`src/rtl/alu_result_display.sv`:
```
// Captures the ALU result and flags on a load strobe and scans them onto four
// common-anode 7-segment digits. Optional build macro: LEADING_ZERO_BLANK_EN.
module alu_result_display #(
    parameter int unsigned REFRESH_DIV = 100000,
    parameter bit          SIGNED_MODE = 1'b1
) (
    input  logic       clk,
    input  logic       rst_n,
    input  logic       load,
    input  logic [4:0] result,
    input  logic [3:0] alu_flags,
    output logic [3:0] an,
    output logic [6:0] seg,
    output logic       dp
);

    localparam int unsigned      CNT_W     = (REFRESH_DIV > 1) ? $clog2(REFRESH_DIV) : 1;
    localparam logic [CNT_W-1:0] CNT_LAST  = CNT_W'(REFRESH_DIV - 1);
    localparam logic [6:0]       SEG_BLANK = 7'b1111111;
    localparam logic [6:0]       SEG_MINUS = 7'b0111111;

    typedef enum logic [1:0] {
        DIG_FLAGS = 2'd0,
        DIG_ONES  = 2'd1,
        DIG_TENS  = 2'd2,
        DIG_SIGN  = 2'd3
    } digit_e;

    logic [4:0]       r_result;
    logic [3:0]       r_flags;
    logic [CNT_W-1:0] r_cnt;
    digit_e           r_idx;

    logic [4:0]       w_mag;
    logic [3:0]       w_tens;
    logic [3:0]       w_ones;
    logic             w_neg;
    logic [3:0]       w_an_nxt;
    logic [6:0]       w_seg_nxt;
    logic             w_dp_nxt;

    function automatic logic [6:0] hex_glyph(input logic [3:0] v);
        logic [6:0] g;
        case (v)
            4'h0:    g = 7'b1000000;
            4'h1:    g = 7'b1111001;
            4'h2:    g = 7'b0100100;
            4'h3:    g = 7'b0110000;
            4'h4:    g = 7'b0011001;
            4'h5:    g = 7'b0010010;
            4'h6:    g = 7'b0000010;
            4'h7:    g = 7'b1111000;
            4'h8:    g = 7'b0000000;
            4'h9:    g = 7'b0010000;
            4'hA:    g = 7'b0001000;
            4'hB:    g = 7'b0000011;
            4'hC:    g = 7'b1000110;
            4'hD:    g = 7'b0100001;
            4'hE:    g = 7'b0000110;
            default: g = 7'b0001110;
        endcase
        return g;
    endfunction

    // -16 negates to itself in 5 bits, which reads back as magnitude 16 unsigned.
    assign w_neg  = SIGNED_MODE && r_result[4];
    assign w_mag  = w_neg ? (5'd0 - r_result) : r_result;
    assign w_tens = 4'(w_mag / 5'd10);
    assign w_ones = 4'(w_mag % 5'd10);

    always_comb begin
        w_an_nxt  = 4'b1111;
        w_seg_nxt = SEG_BLANK;
        w_dp_nxt  = 1'b1;
        case (r_idx)
            DIG_FLAGS: begin
                w_an_nxt  = 4'b1110;
                w_seg_nxt = hex_glyph(r_flags);
                w_dp_nxt  = ~r_flags[0];
            end
            DIG_ONES: begin
                w_an_nxt  = 4'b1101;
                w_seg_nxt = hex_glyph(w_ones);
            end
            DIG_TENS: begin
                w_an_nxt  = 4'b1011;
`ifdef LEADING_ZERO_BLANK_EN
                w_seg_nxt = (w_tens == 4'd0) ? SEG_BLANK : hex_glyph(w_tens);
`else
                w_seg_nxt = hex_glyph(w_tens);
`endif
            end
            default: begin
                w_an_nxt  = 4'b0111;
                w_seg_nxt = w_neg ? SEG_MINUS : SEG_BLANK;
            end
        endcase
    end

    always_ff @(posedge clk or negedge rst_n) begin
        if (!rst_n) begin
            r_result <= '0;
            r_flags  <= '0;
            r_cnt    <= '0;
            r_idx    <= DIG_FLAGS;
            an       <= '1;
            seg      <= '1;
            dp       <= 1'b1;
        end else begin
            if (load) begin
                r_result <= result;
                r_flags  <= alu_flags;
            end
            if (r_cnt == CNT_LAST) begin
                r_cnt <= '0;
                r_idx <= digit_e'(r_idx + 2'd1);
            end else begin
                r_cnt <= r_cnt + 1'b1;
            end
            an  <= w_an_nxt;
            seg <= w_seg_nxt;
            dp  <= w_dp_nxt;
        end
    end

endmodule

```
`config.mk`:
```
export PLATFORM = sky130hd
export DESIGN_NAME = alu_result_display
export DESIGN_NICKNAME = d
export VERILOG_FILES = /design/src/rtl/alu_result_display.sv
export SDC_FILE = /design/constraint.sdc
export NUM_CORES = 1
export LEC_CHECK = 0
export ABC_CLOCK_PERIOD_IN_PS = 4100
export BUFFER_PORTS_ARGS = -buffer_cell sky130_fd_sc_hd__clkbuf_2
export CORE_MARGIN = 2
export CORE_UTILIZATION = 32
export CTS_CLUSTER_DIAMETER = 80
export DETAILED_ROUTE_END_ITERATION = 8
export SLEW_MARGIN = 5
export SYNTH_ARGS = -nofsm -noshare
export SYNTH_HDL_FRONTEND = slang
export SYNTH_SLANG_ARGS = --single-unit
```
`constraint.sdc`:
```
create_clock -name clk -period 4.1 [get_ports clk]
set_input_delay 0.205 -clock clk [delete_from_list [all_inputs] [get_ports clk]]
set_output_delay 0.205 -clock clk [all_outputs]
set_load 0.01 [all_outputs]
```
# Word-level counts from Yosys, hierarchy flattened
# Memory sizes are Yosys's and may differ from the RTL's.
# Index checks and enable logic that the tools add are counted.
dict set report word_totals {
  rom_bits 336
  latchBits 0
  n_memories 3
  mem_bits_rw 0
  out_inout_bits 12
  register_bits 40
  inputBits 12
}
# memory depth word_bits read_ports rd_clocked_by_memory_dff wr line_no
set mem_list {}
lappend mem_list {{(no name shown)} 16 7 1 0 0 44} ;# case (v)
lappend mem_list {{(no name shown)} 16 7 1 0 0 44}
lappend mem_list {{(no name shown)} 16 7 1 0 0 44}
dict set report op_classes {
  addsub 3
  n_mul 0
  reduce_logical 1
  shifts 0
  mux 6
  div 2
  eq_ne 3
  bitwise 1
  order_cmp 0
}
# operator count
set ops {}
lappend ops {{$pmux 7 s3} 1}
lappend ops {{$add 17x1->17 const B} 1}
lappend ops {{$eq 17x17->1 const B} 1}
lappend ops {{$mux 17} 1}
lappend ops {{$pmux 4 s3} 1}
lappend ops {{$mux 7} 1}
lappend ops {{$div 5x4->5 const B} 1}
lappend ops {{$mod 5x4->5 const B} 1}
lappend ops {{$mux 5} 1}
lappend ops {{$sub 1x5->5 const A} 1}
lappend ops {{$add 2x1->2 const B} 1}
lappend ops {{$eq 2x1->1 const B} 1}
lappend ops {{$eq 2x2->1 const B} 1}
lappend ops {{$logic_not 2->1} 1}
lappend ops {{$mux 1} 1}
lappend ops {{$not 1->1} 1}

# Longest topological paths before layout
# Gate-level depths: netlist of the first run.
# An unclocked memory read counts as a cell.
dict set report depth {
  depth_word 5
  ltp_mapped 17
  mapped_depth_nobuf 17
}

# Least setup slack after synthesis of the first run
# OpenSTA, ideal clock, no wires.
dict set report synth_timing {
  kind {register -> register}
  from {reg r_result[0]}
  to {reg seg[0]}
  path_stages_with_launch 17
  slack_ps 1073
  setup_time_ps 86
  arrival_ps 2941
  path_buffers 0
  period_less_slack_ps 3027
  cell_sequence {dfrtp_1 -> inv_1 -> ha_1 -> and2b_4 -> nand2_1 -> o21a_1 -> inv_1 -> ha_1 -> nor2_1 -> a22o_2 -> nand2_1 -> xnor2_2 -> inv_1 -> ha_1 -> and3_1 -> a221oi_2 -> o21ai_1}
}
dict set report synth_between {
  elab_chain_cells 5
}
# element line_no
set synth_rtl {}
lappend synth_rtl {{from (decl)} 29} ;# logic [4:0] r_result;
lappend synth_rtl {{from (signal assigned)} 111} ;# r_result <= result;
lappend synth_rtl {{$sub 1x5->5} 67} ;# assign w_mag = w_neg ? (5'd0 - r_result) : r_result;
lappend synth_rtl {{$mux 5 (*)} 67}
lappend synth_rtl {{$div 5x4->5 or $mod 5x4->5 (tied branches)} {68, 69}}
lappend synth_rtl {{$mem_v2 16x7} --}
lappend synth_rtl {{$pmux 7 s3 (*)} 75} ;# case (r_idx)
lappend synth_rtl {{named net w_seg_nxt[0]} 39} ;# logic [6:0] w_seg_nxt;
lappend synth_rtl {{to (signal assigned)} 121} ;# seg <= w_seg_nxt;
lappend synth_rtl {{to (decl)} 13} ;# output logic [6:0] seg,
# The timed path passes the listed nets; every way through them passes the cells marked *.
# A chain may end at the register's enable or synchronous reset.

# Worst setup path in the final report of the first run
# Ends and elaborated chain as after synthesis.

==> reports/qor_table.md, run 1 <==
| Item | Reported |
|:---|:---|
| Result of the run | finished, final reports clean |
| Final Setup Violations | 0 |
| DRC marker count from the first detailed-route iteration | 53 |
| Wire length of the first global-routing pass | 8290 um |
| Start of the worst register-to-register path | r_result[0] |
| Most used cells in the layout excluding fill and tap cells | sky130_fd_sc_hd__dfrtp_1 (27), sky130_fd_sc_hd__ha_1 (23), sky130_fd_sc_hd__clkbuf_2 (23) |
| Vias in the first global route | 1,770 |
| Highest-utilization routing layer at the global route stage | met2 |
| Height of the chip | 92.7 um |
| Compound-gate portion of the synthesized area | 15.1% |
| Detailed-route via count | 1,797 |
| Setup Total Neg Slack | 0 ns |
| Post-route DRC | 0 |
| Count of input and output buffers | 23 |
| Synth Net Count | 288 |
| Largest net degree at the start of global routing | 41 |
| Count of max-cap constraint violations | 0 |
| Fraction of layout instances using a drive strength above 1 | 21.1% |
| Share of the clock period used by the worst path after layout | 87.6% |
| Met2 track demand over resource | 18.9% |
| Count of flip-flops with a built-in enable after synthesis | 0 |
| Clock sink total | 40 |
| Count of different cell masters after synthesis | 55 |
| Average via count per standard cell | 4.77 |
| Total power density per cell area | 351 mW/mm2 |
| Slew @ Worst Pin | 0.930 ns |
| Worst Path Max Fanout | 14 |
| Clock Pin Slew Worst Setup and Hold Paths | 0.07 ns |
| Post-DP HPWL | 3490 um |
| Count of hold buffers inserted by post-cts repair | 0 |
| Origin of the worst setup path | r_result[0] |
| Number of antenna-violating nets in the routed design | 0 |
| Achievable clock frequency | 279 MHz |
| H-tree depth | 2 |
| Placement row count | 32 |
| Initial standard-cell utilization of the core | 32.7% |
| Proportion of synthesized flip-flops having asynchronous set or reset | 100% |
| Final standard cell utilization of the core | 36.5% |
| Primary FF master, synth | sky130_fd_sc_hd__dfrtp_1 |
| First drt pass iteration count | 4 |
| Synthesized-area fraction occupied by and/or/nand/nor cells | 16.7% |
| XOR/XNOR Fraction of Synth Area | 6.92% |
| WL/cell | 12.3 um |
| Final hold violation count | 0 |
| Post-detailed-routing wire length | 4630 um |
| Maximum ir drop on the vdd rail | 104 uV |
| Final net count | 309 |
| RSZ-0062 raised after global routing | no |
| Mean area per synthesized cell | 9.94 um2 |
| Worst-case clock skew | 0.00486 ns |
| Core region area | 0.00769 mm2 |
| Global Route met1 Usage | 15.8% |
| Most common library cell in the layout ignoring fill and taps | sky130_fd_sc_hd__dfrtp_1 |
| Residual overflow from global routing | 0 |
| Number of cells on the worst reg-to-reg path | 16 |
| Antenna violations before repair | 0 |
| Root Buffer | sky130_fd_sc_hd__clkbuf_8 |
| Worst-skew pair later-pin latency | 0.29 ns |
| Share of synthesized area spent on multiplexers | 4.73% |
| RD Place Congestion | 0.862 |
| Sequential share of the synthesized area | 40.4% |
| Combinational family with the most area after synthesis | simple AND/OR/NAND/NOR gates |
| I/O pin count | 24 |
| Slew headroom | 38.0% |
| Floorplan die width | 92.7 um |
| Clock tree from TritonCTS | done |
| Critical path capture point type | flop |
| Required arrival time at the worst endpoint | 4.31 ns |
| Final Max Tran Viols | 0 |
| Area grow syn2layout | 11.7% |
| Total die area | 0.00858 mm2 |
| Static leakage | 0.00126 uW |
| Maximum root-to-sink buffer count | 2 |
| Total track usage | 11.9% |
| Warnings, synthesis | 0 |
| Antenna fix cells | 0 |
| Synthesized flop and latch total | 40 |
| Top area cells in the synthesized netlist | sky130_fd_sc_hd__dfrtp_1 (28%), sky130_fd_sc_hd__dfstp_2 (13%), sky130_fd_sc_hd__ha_1 (11%) |
| Area leader, netlist | sky130_fd_sc_hd__dfrtp_1 |
| Post-synthesis cell count | 253 |
| Type of element launching the critical path | flop |
| Path type of the worst setup path | flop to flop |
| Post-synthesis share of cell area spent on full adders, half adders and majority gates | 11.4% |
| Minimum period implied by the final worst setup slack | 3.59 ns |
| Netlist area before placement | 0.00251 mm2 |
| Number of buffers inserted during clock tree synthesis | 5 |
| GRT met3 Usage | 2.28% |
| Arrival time worst endpoint | 3.80 ns |
| Path category of the worst min-delay check | input pin to async pin |
| Area fraction of the dominant cell type after synthesis | 27.9% |
==> power breakdown <==
group          internal, uW  switching (uW)
registers               424            22.9
logic                   108             149
clock network           153             128
==> worst paths after layout <==
path	endpoint	slack, ns
max in group asynchronous	r_result[0]	3.43
worst min-delay path	r_cnt[10]	0.04
worst min register to register	r_cnt[4]	0.47
worst max-delay path	seg[0]	0.51
worst max register to register	seg[0]	0.51
min in group clk	r_flags[0]	0.12
==> kinds of logic (layout without fill, tap and decap cells) <==
logic type	after synthesis	in the layout
fa+ha+maj	23	23
mux	10	10
flops	40	40
simple gates	84	84
compound gates	50	50
xor+xnor	19	19
buf+inv	27	49
==> synthesized netlist by cell type (all sizes together) (2+ instances only) <==
library cell	instances
a32oi	2
buf	4
a22o	3
mux2i	4
o21a	2
a21oi	9
inv	18
a221oi	2
o211ai	2
nand4	4
mux2	5
and2	2
o31ai	2
ha	23
nand3b	2
xnor2	12
xor2	7
and3	4
nor2b	6
a21o	3
o21ai	13
nand2b	2
clkbuf	5
nor2	22
a211oi	2
nor3	2
dfrtp	28
dfstp	12
nand3	14
nand2	21
==> flip-flops by register name (all words and copies together), names as in the netlist <==
name / cells
an: 4
dp: 1
r_cnt: 17
r_flags: 4
r_idx: 2
r_result: 5
seg: 7
==> per-stage QoR <==
step	cell area, um2	setup WS (ns)	cells	hold slack (ns)	power, uW
6_report	2810	0.510	377	0.0405	986
3_5_place_dp	2710	0.420	369	0.407	709
3_3_place_gp	2710	0.610	369	0.405	709
2_1_floorplan	2510	1.07	253	-0.0906	652
5_1_grt	2810	0.179	377	0.136	1050
4_1_cts	2810	0.387	377	0.0817	999
==> layer usage <==
layer / vias up / share of wire (%)
li1: 916 / -
met2: 40 / 44
met1: 830 / 49
met5: - / 0
met4: 0 / 2.3
met3: 11 / 4.3
==> timing repair <==
| item | in CTS | in global routing |
|---|---|---|
| setup buffers | 0 | 0 |
| setup endpoints to repair | 0 | 1 |
| resized for setup | 0 | 1 |
==> final cells by class <==
class	count	area (um2)
fillers	820	4880
multi-input cells	186	1380
flip-flops and latches	40	1020
well taps	102	128
repair buffers	23	115
clock buffers	8	100
inverters	18	67.6
==> critical path, cell delays in order (launching register included) <==
cell	delay, ns
sky130_fd_sc_hd__dfrtp_2	0.50
sky130_fd_sc_hd__inv_1	0.25
sky130_fd_sc_hd__ha_1	0.25
sky130_fd_sc_hd__and2b_4	0.21
sky130_fd_sc_hd__nand2_1	0.06
sky130_fd_sc_hd__o21a_1	0.22
sky130_fd_sc_hd__inv_1	0.09
sky130_fd_sc_hd__ha_1	0.18
sky130_fd_sc_hd__nor2_1	0.18
sky130_fd_sc_hd__a22o_2	0.24
sky130_fd_sc_hd__nand2_1	0.13
sky130_fd_sc_hd__xnor2_2	0.28
sky130_fd_sc_hd__inv_1	0.14
sky130_fd_sc_hd__ha_1	0.22
sky130_fd_sc_hd__and3_1	0.18
sky130_fd_sc_hd__a221oi_2	0.27
sky130_fd_sc_hd__o21ai_1	0.11
Note: power is estimated with default switching activity, not from simulation.
==> run 2: changes to the inputs <==
--- a/config.mk
+++ b/config.mk
@@ -7,7 +7,6 @@
 export LEC_CHECK = 0
 export ABC_CLOCK_PERIOD_IN_PS = 4100
 export BUFFER_PORTS_ARGS = -buffer_cell sky130_fd_sc_hd__clkbuf_2
-export CORE_MARGIN = 2
 export CORE_UTILIZATION = 32
 export CTS_CLUSTER_DIAMETER = 80
 export DETAILED_ROUTE_END_ITERATION = 8
==> reports/qor_table.md, run 2 (synthesized netlist as in run 1, its figures left out) <==
| Item | Reported | Change |
|:---|:---|:---|
| Area grow syn2layout | 11.4% |  |
| Final hold violation count | 0 | unchanged |
| Count of input and output buffers | 23 | unchanged |
| Placement row count | 31 | -3.1% |
| Type of element launching the critical path | flop |  |
| Final Cell Area | 0.00280 mm2 | -0.27% |
| Clock sink total | 40 | unchanged |
| Count of hold buffers inserted by post-cts repair | 0 | unchanged |
| Standard cell area after detailed placement | 0.00270 mm2 | -0.14% |
| End of the critical path | seg[0] |  |
| Path type of the worst setup path | flop to flop |  |
| Minimum period implied by the final worst setup slack | 3.71 ns | +0.118 ns |
| Slew headroom | 36.4% | -1.7 points |
| Vias in the first global route | 1,785 | +0.85% |
| Largest net degree at the start of global routing | 41 | unchanged |
| Post-DP HPWL | 3570 um | +2.2% |
| Static leakage | 0.00126 uW | -0.55% |
| Total die area | 0.00822 mm2 | -4.3% |
| Root Buffer | sky130_fd_sc_hd__clkbuf_8 |  |
| Count of max-cap constraint violations | 0 | unchanged |
| Number of buffers inserted during clock tree synthesis | 5 | unchanged |
| Filler Cells Inserted | 749 | -8.7% |
| Wire length of the first global-routing pass | 8130 um | -1.9% |
| Required arrival time at the worst endpoint | 4.30 ns | about the same |
| Critical path capture point type | flop |  |
| Number of cells on the worst reg-to-reg path | 14 | -2 |
| Average via count per standard cell | 4.93 | +3.5% |
| First drt pass iteration count | 4 | unchanged |
| Post-detailed-routing wire length | 4700 um | +1.5% |
| Endpoint of the worst register-to-register path | seg[0] |  |
| Total power density per cell area | 348 mW/mm2 | -1.0% |
| Final net count | 309 | unchanged |
| RD Place Congestion | 0.853 | -1.1% |
| Post-route DRC | 0 | unchanged |
| Number of gates resized after CTS | 0 | unchanged |
| Worst-case clock skew | 0.00879 ns | +0.00393 ns |
| Result of the run | finished, final reports clean |  |
| Origin of the worst setup path | r_result[0] |  |
| Start of the worst register-to-register path | r_result[0] |  |
| DRC marker count from the first detailed-route iteration | 89 | +68% |
| Clock Pin Slew Worst Setup and Hold Paths | 0.08 ns | about the same |
| Maximum root-to-sink buffer count | 2 | unchanged |
| I/O pin count | 24 | unchanged |
| Height of the chip | 90.7 um | -2.2% |
| Setup Total Neg Slack | 0 ns | unchanged |
| Worst Path Max Fanout | 14 | unchanged |
| Number of flip-flops in the largest register | 17 | unchanged |
| Worst-skew pair later-pin latency | 0.29 ns | about the same |
| Arrival time worst endpoint | 3.91 ns | +0.11 ns |
| Clock tree from TritonCTS | done |  |
| Achievable clock frequency | 270 MHz | -3.2% |
| Most common library cell in the layout ignoring fill and taps | sky130_fd_sc_hd__dfrtp_1 |  |
| Final Setup Violations | 0 | unchanged |
| Footprint of the flip-flops and latches | 0.00102 mm2 | -0.12% |
| Detailed-route via count | 1,845 | +2.7% |
| Antenna violations before repair | 0 | unchanged |
| Initial standard-cell utilization of the core | 33.9% | +1.2 points |
| Path category of the worst min-delay check | input pin to async pin |  |
| H-tree depth | 2 | unchanged |
| Floorplan die width | 90.7 um | -2.2% |
| Slew @ Worst Pin | 0.954 ns | +0.0248 ns |
| Top flop regs | r_cnt x17, seg x7, r_result x5 |  |
| Register bank with the most flops | r_cnt |  |
| # Post-CTS Setup Buffers | 0 | unchanged |
| Core region area | 0.00741 mm2 | -3.6% |
| Share of the clock period used by the worst path after layout | 90.4% | +2.9 points |
| Multi-input combinational cell area | 0.00138 mm2 | unchanged |
| WL/cell | 12.6 um | +2.3% |
| Total track usage | 12.2% | +0.23 points |
| RSZ-0062 raised after global routing | no |  |
| Antenna fix cells | 0 | unchanged |
| Residual overflow from global routing | 0 | unchanged |
| FF-to-FF setup slack | 0.39 ns | -0.12 ns |
| Final Max Tran Viols | 0 | unchanged |
| Most used cells in the layout excluding fill and tap cells | sky130_fd_sc_hd__dfrtp_1 (28), sky130_fd_sc_hd__ha_1 (23), sky130_fd_sc_hd__clkbuf_2 (23) |  |
| Number of antenna-violating nets in the routed design | 0 | unchanged |
| Fraction of layout instances using a drive strength above 1 | 21.1% | unchanged |
| Maximum ir drop on the vdd rail | 174 uV | +67% |
## run 2: cell count changes in the layout (fill, tap and decap cells not counted)
cell	delta
sky130_fd_sc_hd__clkbuf_8	-1
sky130_fd_sc_hd__dfrtp_2	-1
sky130_fd_sc_hd__clkinvlp_4	+2
sky130_fd_sc_hd__clkbuf_1	-1
sky130_fd_sc_hd__dfrtp_1	+1
## run 2: per-stage QoR
stage	power, uW	utilization [%]	hold WS (ns)	cells	worst slack, ns
final	974	37.8	0.0580	374	0.392
after global routing	1040	37.8	0.138	374	0.0820
after CTS	990	37.8	0.0916	374	0.425
after detailed placement	710	36.5	0.409	366	0.451
after global placement	706	36.5	0.419	366	0.636
after floorplan	652	-	-0.0906	253	1.07
## run 2: area by class of cell
class	count	share of cell area (%)
Clock inverter	2	0.536
Sequential cell	40	36.3
Timing Repair Buffer	23	4.11
Tap cell	99	4.42
Clock buffer	6	2.95
Multi-Input combinational cell	186	49.3
Inverter	18	2.41
## run 2: where the power goes
part	total, uW	leakage (uW)	internal [uW]	switching, uW
clock network	270	0.0000434	136	134
registers	446	0.000484	424	21.8
logic	258	0.000731	108	150
## run 2: worst max-delay path, stage by stage (launching register included)
cell and delay [ns]:
sky130_fd_sc_hd__dfrtp_1 0.59, sky130_fd_sc_hd__inv_1 0.25, sky130_fd_sc_hd__ha_1 0.34, sky130_fd_sc_hd__mux2i_1 0.28, sky130_fd_sc_hd__inv_1 0.18, sky130_fd_sc_hd__ha_1 0.24
sky130_fd_sc_hd__nor2_1 0.18, sky130_fd_sc_hd__a22o_2 0.25, sky130_fd_sc_hd__nand2_1 0.13, sky130_fd_sc_hd__xnor2_2 0.28, sky130_fd_sc_hd__inv_1 0.14, sky130_fd_sc_hd__ha_1 0.23
sky130_fd_sc_hd__and3_1 0.18, sky130_fd_sc_hd__a221oi_2 0.25, sky130_fd_sc_hd__o21ai_1 0.11
## run 2: how the worst min path moves through the flow
stage	slack [ns]	end	from	cells past startpoint
5_1_grt	0.14	r_cnt[3]	rst_n	1
6_report	0.06	r_flags[2]	rst_n	1
2_1_floorplan	-0.09	r_cnt[0]	rst_n	0
3_5_place_dp	0.41	r_flags[1]	rst_n	1
3_3_place_gp	0.42	r_flags[2]	rst_n	1
4_1_cts	0.09	r_cnt[9]	rst_n	1
## run 2: routing by layer
| layer | part of all wire (%) | global-route usage [%] | routed length, um | up-vias |
|---|---|---|---|---|
| met4 | 1.4 | 4.03 | 67 | 0 |
| met1 | 47 | 15.4 | 2220 | 886 |
| met3 | 2.8 | 2.69 | 131 | 8 |
| li1 | - | - | - | 916 |
| met2 | 48 | 20.4 | 2280 | 35 |
| met5 | 0 | 0 | 0 | - |
